## src/rtl/eight_bit_shift_add_multiplier.sv

```systemverilog
// ---------------------------------------------------------------------------
// eight_bit_shift_add_multiplier
//
// Purpose:
//   Sequential unsigned 8x8 -> 16-bit multiplier. It runs one shift-add
//   iteration per clock through a single 8-bit ripple-carry adder, so one
//   multiply takes eight iterations plus one DONE cycle. It is meant as a
//   small multiply stage in front of wider arithmetic.
//
// Ports:
//   clk      in   1   rising-edge clock
//   rst      in   1   synchronous, active-high reset (priority over all)
//   start    in   1   begin a multiply; only looked at in IDLE
//   a        in   8   multiplicand, captured when start is accepted
//   b        in   8   multiplier, captured when start is accepted
//   busy     out  1   high while iterations run (state RUN)
//   done     out  1   one-cycle pulse when product has just been updated
//   product  out 16   unsigned a*b, held until the next result or reset
//
// Also in this file:
//   eight_bit_ripple_carry_adder -- the 8-bit adder used by the datapath.
// ---------------------------------------------------------------------------

// ---------------------------------------------------------------------------
// eight_bit_ripple_carry_adder
//
// Purpose:
//   Plain 8-bit ripple-carry adder built from a chain of full-adder cells.
//
// Ports:
//   a     in   8   operand A
//   b     in   8   operand B
//   cin   in   1   carry in
//   cout  out  1   carry out of bit 7
//   sum   out  8   a + b + cin, low 8 bits
// ---------------------------------------------------------------------------
module eight_bit_ripple_carry_adder (
  input  logic [7:0] a,
  input  logic [7:0] b,
  input  logic       cin,
  output logic       cout,
  output logic [7:0] sum
);

  // carry[i] is the carry into bit i; carry[8] leaves the adder.
  logic [8:0] carry;

  assign carry[0] = cin;

  genvar gi;
  generate
    for (gi = 0; gi < 8; gi++) begin : g_fa
      logic prop;

      assign prop          = a[gi] ^ b[gi];
      assign sum[gi]       = prop ^ carry[gi];
      assign carry[gi + 1] = (a[gi] & b[gi]) | (prop & carry[gi]);
    end
  endgenerate

  assign cout = carry[8];

endmodule

module eight_bit_shift_add_multiplier (
  input  logic        clk,
  input  logic        rst,
  input  logic        start,
  input  logic [7:0]  a,
  input  logic [7:0]  b,
  output logic        busy,
  output logic        done,
  output logic [15:0] product
);

  // -------------------------------------------------------------------------
  // State encoding
  // -------------------------------------------------------------------------
  localparam logic [1:0] IDLE = 2'd0;
  localparam logic [1:0] RUN  = 2'd1;
  localparam logic [1:0] DONE = 2'd2;

  // Index of the last iteration: cnt runs 0..7, for eight iterations.
  localparam logic [3:0] LAST_ITER = 4'd7;

  // -------------------------------------------------------------------------
  // Registers and their next-state values
  // -------------------------------------------------------------------------
  logic [1:0]  state_reg,   state_next;
  logic [7:0]  m_reg,       m_next;        // multiplicand
  logic [7:0]  acc_reg,     acc_next;      // accumulator / upper half
  logic [7:0]  q_reg,       q_next;        // multiplier / lower half
  logic [3:0]  cnt_reg,     cnt_next;      // iteration counter
  logic [15:0] product_reg, product_next;

  // -------------------------------------------------------------------------
  // Adder hookup
  // -------------------------------------------------------------------------
  logic [7:0] add_b;
  logic [7:0] add_sum;
  logic       add_cout;

  // The current multiplier LSB chooses whether M is added in this iteration.
  assign add_b = q_reg[0] ? m_reg : 8'h00;

  eight_bit_ripple_carry_adder u_adder (
    .a    (acc_reg),
    .b    (add_b),
    .cin  (1'b0),
    .cout (add_cout),
    .sum  (add_sum)
  );

  // The 17-bit {cout, sum, Q} shifted right by one. Its 16 bits become the
  // new {A, Q}. After the last iteration they are also the full product.
  logic [15:0] shifted;

  assign shifted = {add_cout, add_sum, q_reg[7:1]};

  // -------------------------------------------------------------------------
  // Next-state logic
  // -------------------------------------------------------------------------
  always_comb begin
    state_next   = state_reg;
    m_next       = m_reg;
    acc_next     = acc_reg;
    q_next       = q_reg;
    cnt_next     = cnt_reg;
    product_next = product_reg;

    case (state_reg)
      IDLE: begin
        if (start) begin
          m_next     = a;
          q_next     = b;
          acc_next   = 8'h00;
          cnt_next   = 4'd0;
          state_next = RUN;
        end
      end

      RUN: begin
        acc_next = shifted[15:8];
        q_next   = shifted[7:0];
        cnt_next = cnt_reg + 4'd1;
        if (cnt_reg == LAST_ITER) begin
          product_next = shifted;
          state_next   = DONE;
        end
      end

      DONE: begin
        // DONE lasts exactly one cycle. A start seen here is dropped.
        state_next = IDLE;
      end

      default: begin
        state_next = IDLE;
      end
    endcase
  end

  // -------------------------------------------------------------------------
  // State registers
  // -------------------------------------------------------------------------
  always_ff @(posedge clk) begin
    if (rst) begin
      state_reg   <= IDLE;
      m_reg       <= 8'h00;
      acc_reg     <= 8'h00;
      q_reg       <= 8'h00;
      cnt_reg     <= 4'd0;
      product_reg <= 16'h0000;
    end else begin
      state_reg   <= state_next;
      m_reg       <= m_next;
      acc_reg     <= acc_next;
      q_reg       <= q_next;
      cnt_reg     <= cnt_next;
      product_reg <= product_next;
    end
  end

  // -------------------------------------------------------------------------
  // Outputs: registers and state decode only, so there is no path from
  // the inputs straight to the outputs.
  // -------------------------------------------------------------------------
  assign busy    = (state_reg == RUN);
  assign done    = (state_reg == DONE);
  assign product = product_reg;

endmodule
```

## config.mk

```make
export PLATFORM = sky130hd
export DESIGN_NAME = eight_bit_shift_add_multiplier
export DESIGN_NICKNAME = d
export VERILOG_FILES = /design/src/rtl/eight_bit_shift_add_multiplier.sv
export SDC_FILE = /design/constraint.sdc
export NUM_CORES = 1
export LEC_CHECK = 0
export ABC_AREA = 1
export BUFFER_PORTS_ARGS = -buffer_cell sky130_fd_sc_hd__buf_4
export CORE_MARGIN = 8
export CORE_UTILIZATION = 47
export CTS_CLUSTER_DIAMETER = 40
export DETAILED_ROUTE_END_ITERATION = 12
export PLACE_DENSITY = 0.79
export SETUP_SLACK_MARGIN = 0.2
export SYNTH_ARGS = -nofsm -noshare
export SYNTH_HDL_FRONTEND = slang
export SYNTH_SLANG_ARGS = --single-unit
```

## constraint.sdc

```tcl
create_clock -name clk -period 4.58 [get_ports clk]
set_input_delay 1.145 -clock clk [delete_from_list [all_inputs] [get_ports clk]]
set_output_delay 1.145 -clock clk [all_outputs]
set_load 0.01 [all_outputs]
```

==> results of run 1 <==
## synth_stat cells
library cell   n  share of area
nand3b_1       8          0.028
fa_1           7          0.066
buf_1          1         0.0018
dfxtp_1       46           0.43
nand2_2        1         0.0029
nand3_2        1         0.0047
clkbuf_1       5         0.0088
nand2_1       69           0.12
inv_2          1         0.0018
ha_1           2          0.012
nor2_4         2          0.011
nor2_2         1         0.0029
buf_2          4         0.0094
o21ai_4        1         0.0076
buf_4          4          0.014
o21ai_0        8          0.019
nor2_1        31          0.055
inv_1         42          0.074
nand3_1       42          0.099
a21oi_1       12          0.028
## power groups by stage
| stage | registers (W) | clock network (W) | logic, W |
|---|---|---|---|
| CTS | 0.000427 | 0.000251 | 0.0000824 |
| global placement | 0.000435 | 0 | 0.0000804 |
| floorplan | 0.000432 | 0 | 0.0000614 |
| detailed placement | 0.000436 | 0 | 0.0000817 |
| global route | 0.000429 | 0.000267 | 0.0000939 |
| finish | 0.000427 | 0.000244 | 0.0000821 |
## per-layer routing
metal	share of wire	track usage	vias up
li1	-	-	941
met1	0.42	0.1525	860
met2	0.50	0.2291	37
met3	0.053	0.05078	6
met4	0.020	0.07188	0
met5	0	0	-
## kinds of logic (layout without fill, tap and decap cells)
| kind of cell | Yosys count | count (layout) | share of synthesized area |
|---|---|---|---|
| fa+ha+maj | 9 | 9 | 0.07764 |
| simple gates | 155 | 155 | 0.3247 |
| compound gates | 21 | 21 | 0.05471 |
| flops | 46 | 46 | 0.4329 |
| buf+inv | 57 | 86 | 0.1100 |
## layout make-up
class / count / area [um^2]
Inverter: 43 / 161.4
Fill cell: 398 / 1874
Clock buffer: 6 / 82.58
Timing Repair Buffer: 37 / 277.8
Multi-Input combinational cell: 185 / 972.2
Tap cell: 52 / 65.06
Sequential cell: 46 / 920.9
## placed cells by master (no fill, tap or decap), drive strengths merged
cell type / n
clkbuf: 6
buf: 37
nand3: 43
o21ai: 9
nor2: 34
ha: 2
inv: 43
a21oi: 12
fa: 7
nand2: 70
dfxtp: 46
nand3b: 8
## stage by stage
stage               total power (W)  hold slack (ps)
finish                    0.0007530            467.7
global route              0.0007899            491.8
CTS                       0.0007605            469.1
detailed placement        0.0005175            455.6
global placement          0.0005155            446.7
floorplan                 0.0004929            434.0
## worst max-delay path by stage
stage	cells past startpoint	slack, ps	endpoint
detailed placement	16	820	acc_reg[6]$_SDFFE_PP0P_
finish	16	810	acc_reg[6]$_SDFFE_PP0P_
floorplan	17	910	acc_reg[6]$_SDFFE_PP0P_
global route	16	550	acc_reg[6]$_SDFFE_PP0P_
CTS	16	810	acc_reg[6]$_SDFFE_PP0P_
global placement	16	920	acc_reg[6]$_SDFFE_PP0P_
## worst max-delay path: stages (launching register included)
cell and delay [ps]:
dfxtp_1 510, nand2_1 100, inv_1 60, ha_1 130, inv_1 50, fa_1 370
fa_1 390, fa_1 390, fa_1 380, fa_1 360, inv_1 70, fa_1 150
inv_1 50, fa_1 420, inv_1 80, nand2_1 50, a21oi_1 160
==> impl_results.md, run 1 <==
- Outcome: complete, no violations
- Non-Filler Instances: 369
- HPWL after DPL: 3.206 mm
- Post-CTS Resized: 0
- # DRC: 0
- Min-Delay Endpoint: acc_reg[5]$_SDFFE_PP0P_
- Placed cells: 363
- Max-cap violation count: 0
- Min-delay src: acc_reg[5]$_SDFFE_PP0P_
- Sequential fraction of the synthesis area: 0.4329
- R2R Path Start: q_reg[0]$_SDFFE_PP0P_
- Clock power frac: 0.324
- Max-slew violation count: 0
- Worst-path clk slew: 80 ps
- First-pass GRT wire length: 7.976 mm
- Synthesis-to-layout area growth: 16.59%
- Vias in the first global route: 1763
- Cts bufs inserted: 5
- Chip width: 83.27 um
- Hold Buf Count CTS: 0
- Data arrival time at the worst-slack endpoint: 4000 ps
- Deepest clock path buffer count: 2
- VDD IR max: 0.1506 mV
- Worst-Skew Late Latency: 300 ps
- Core area: 0.004354 mm^2
- Share of layout cells above drive strength 1: 0.1577
- Initial Util: 0.4885
- Pleak: 1.194 nW
- Yosys cell types: 20
- Final core utilization: 0.5695
- Critical path type: flip-flop to flip-flop
- RSZ-0062 raised after global routing: false
- Min Tclk post-route: 3773 ps
- Power Density: 303.7 mW/mm^2
- DR vias: 1844
- Routability cong.: 0.8089
- Synth Cell Area: 0.002127 mm^2
- Final hold vios: 0
- Die Height: 83.27 um
- Max reg flops: 16
- Sinks on Clock Net: 46
- Internal Dissipation: 0.0005630 W
- Post-Route Setup TNS: 0 ps
- Pin count of the biggest net entering global routing: 28
- # port buffers: 36
- Synth Area per Inst: 7.386 um^2
- Syn nets: 316
- R2R cell count: 16
- Final setup viols: 0
- Design Area, Final: 0.002480 mm^2
- Initial DRC count: 118
- Overall global routing resource usage: 0.1390
- Site Rows: 24
- Critical Path Source: q_reg[0]$_SDFFE_PP0P_
- Rel. slew slack: 0.5655
- Critical path capture point type: flip-flop
- Worst slack at placement: 824.3 ps
- Total grt overflow: 0
- Hold depth: 2
- Final wirelength: 4.636 mm
- Post-CTS Setup Inserts: 0
- Layout Nets: 346
- Setup crit start kind: flip-flop
- Switching pwr: 0.0001901 W
- CTS tree: yes
- DP Area: 0.002397 mm^2
- Clock root buffer: clkbuf_8
- Die Area: 0.006934 mm^2
- Pre-Repair DR Iteration Count: 4
- Post-DRT Antenna Nets: 0
- Routed WL per cell: 12.56 um
- Combinational power share: 0.109
- Reg2reg setup slack: 810 ps
- R2R Path End: acc_reg[6]$_SDFFE_PP0P_
- Crit share post-route: 0.8238
- Synthesized flop and latch total: 46
- Switching Share: 0.2524
- IO Pins: 37
- Highest clock rate: 265.1 MHz
- CTS H-Tree Depth: 2
- Yosys warning count: 0
- Clk_skew: 4.295 ps
- Sequential share of power: 0.567
- Via-to-Cell Ratio: 4.997
- N_diodes: 0
- Final worst slack: 807.1 ps
- Initial antenna violation count: 0
- Worst min path class: flip-flop to flip-flop
- CP required: 4810 ps
- Post-Synthesis Cells: 288
- Worst Path Max Fanout: 9
- Worst Tran Pin Value: 651.0 ps
No activity file was read; power rests on OpenSTA's default activity.
==> run 2: changes to the inputs <==
==> constraint.sdc (replaced) <==
create_clock -name clk -period 3.9 [get_ports clk]
set_input_delay 0.975 -clock clk [delete_from_list [all_inputs] [get_ports clk]]
set_output_delay 0.975 -clock clk [all_outputs]
set_load 0.01 [all_outputs]
==> impl_results.md, run 2 (synthesized netlist as in run 1, its figures left out) <==
- Routed WL per cell: 12.27 um (-2.3%)
- Deepest clock path buffer count: 2 (unchanged)
- CTS tree: yes
- Leading cell type in the layout, fill and taps excluded: nand2_1
- Min Tclk post-route: 3472 ps (-300.8 ps)
- CP Buf/Inv Count: 5 (unchanged)
- Placed cells: 363 (unchanged)
- Outcome: complete, no violations
- Worst Tran Pin Value: 680.6 ps (+29.58 ps)
- Total grt overflow: 0 (unchanged)
- Pin count of the biggest net entering global routing: 26 (-7.1%)
- DP Area: 0.002397 mm^2 (unchanged)
- First-pass GRT wire length: 8.169 mm (+2.4%)
- Met3 routed WL: 195 um (-20%)
- Routability cong.: 0.7781 (-3.8%)
- Worst hold margin: 460.2 ps (-7.526 ps)
- FF/Latch Area: 924.6 um^2 (+0.41%)
- Worst Path Max Fanout: 3 (-6)
- RSZ-0062 raised after global routing: false
- VDD IR max: 0.2196 mV (+46%)
- Chip width: 83.27 um (unchanged)
- Die Height: 83.27 um (unchanged)
- Final wirelength: 4.553 mm (-1.8%)
- Cts bufs inserted: 5 (unchanged)
- Setup crit start kind: flip-flop
- Share of layout cells above drive strength 1: 0.1787 (+0.02095)
- # DRC: 0 (unchanged)
- Worst path cell trace: nand2_1, inv_1, ha_1, inv_1, fa_1, fa_2, fa_2, fa_2, fa_1, inv_1, fa_1, inv_1, fa_1, inv_2, nand2_1, a21oi_1
- Overall global routing resource usage: 0.1398 (+0.0008161)
- Worst-path clk slew: 80 ps (about the same)
- Sinks on Clock Net: 46 (unchanged)
- IO Pins: 37 (unchanged)
- Die Area: 0.006934 mm^2 (unchanged)
- Max reg flops: 16 (unchanged)
- Clock root buffer: clkbuf_8
- Pleak: 1.215 nW (+1.8%)
- Rel. slew slack: 0.5458 (-0.01974)
- Non-Filler Instances: 371 (+0.54%)
- Site Rows: 24 (unchanged)
- Layout Nets: 347 (+0.29%)
- Crit share post-route: 0.8903 (+0.06651)
- Highest clock rate: 288.0 MHz (+8.7%)
- # fillers: 405 (+1.8%)
- Worst-Skew Late Latency: 300 ps (about the same)
- Design Area, Final: 0.002529 mm^2 (+2.0%)
- Max-slew violation count: 0 (unchanged)
- DR vias: 1846 (+0.11%)
- Critical path capture point type: flip-flop
- Critical path type: flip-flop to flip-flop
- Pre-Repair DR Iteration Count: 4 (unchanged)
- Clk_skew: 4.877 ps (+0.5819 ps)
- Initial DRC count: 114 (-3.4%)
- Final core utilization: 0.5807 (+0.01121)
- Data arrival time at the worst-slack endpoint: 3700 ps (-300 ps)
- Power Density: 379.0 mW/mm^2 (+25%)
- Vias in the first global route: 1780 (+0.96%)
- CP max stage cell: fa_1
- Final hold vios: 0 (unchanged)
- Via-to-Cell Ratio: 4.976 (-0.43%)
- Initial Util: 0.4885 (unchanged)
- Routed wl met2: 2.283 mm (-2.0%)
- # port buffers: 36 (unchanged)
- DRT met1 WL: 1.995 mm (+1.4%)
- HPWL after DPL: 3.126 mm (-2.5%)
- Multi-input logic area: 979.7 um^2 (+0.77%)
- Critical path's top delay family: adder cells
- N_diodes: 0 (unchanged)
- Final setup viols: 0 (unchanged)
- Initial antenna violation count: 0 (unchanged)
- Crit-path max cell delay: 450 ps (-60 ps)
- Max-cap violation count: 0 (unchanged)
- Synthesis-to-layout area growth: 18.88%
- CP required: 4130 ps (-680 ps)
- Worst min path class: flip-flop to flip-flop
- CTS H-Tree Depth: 2 (unchanged)
- Top Metal Used: met4
- Most frequent cells in the layout: nand2_1 (69), dfxtp_1 (45), nand3_1 (42)
- Core area: 0.004354 mm^2 (unchanged)
- Post-DRT Antenna Nets: 0 (unchanged)
- Post-Route Setup TNS: 0 ps (unchanged)
[run 2: cell types whose count changed in the layout (fill, tap and decap cells not counted), sizes merged]
cell / previous run / this run
buf: 37 / 38
bufinv: 0 / 1
[run 2: repair_timing]
action | CTS | global route
resized for setup | 2 | 4
hold buffers | 0 | 0
endpoints found under the setup margin | 3 | 4
setup buffers | 0 | 1
pin swaps | 0 | 1
[run 2: path summary, 6_finish.rpt]
| kind | depth (start not counted) | from | end | slack (ps) |
|---|---|---|---|---|
| worst max-delay path | 16 | q_reg[0]$_SDFFE_PP0P_ | acc_reg[6]$_SDFFE_PP0P_ | 430 |
| worst min-delay path | 2 | q_reg[6]$_SDFFE_PP0P_ | product[5]$_SDFFE_PP0P_ | 460 |
| worst max register to register | 16 | q_reg[0]$_SDFFE_PP0P_ | acc_reg[6]$_SDFFE_PP0P_ | 430 |
| worst min register to register | 2 | q_reg[6]$_SDFFE_PP0P_ | product[5]$_SDFFE_PP0P_ | 460 |
[run 2: per-stage QoR]
step                      worst slack, ps  power [W]
after floorplan                     234.6  0.0005788
after global placement              235.5  0.0006055
after detailed placement            127.7  0.0006073
after CTS                           208.4  0.0009677
after global routing                216.8   0.001004
final                               427.9  0.0009585
[run 2: area by class of cell]
cell class	instances	share of cell area
Tap cell	52	0.02573
Multi-Input combinational cell	185	0.3874
Sequential cell	46	0.3657
Clock inverter	1	0.01188
Clock buffer	6	0.03266
Timing Repair Buffer	38	0.1128
Inverter	43	0.06383
[run 2: routing by layer]
layer,GRT usage,vias to the layer above
li1,-,947
met1,0.1623,862
met2,0.2263,33
met3,0.04688,4
met4,0.06390,0
met5,0,-
[run 2: tightest hold or removal path: stages (launching register included)]
cell	delay [ps]
dfxtp_1	320
nand3_2	60
nand2_1	40
[run 2: power by group]
part	switching [W]	internal, W
registers	0.0000116	0.000488
logic	0.0000605	0.0000383
clock network	0.000155	0.000205
total	0.000228	0.000731
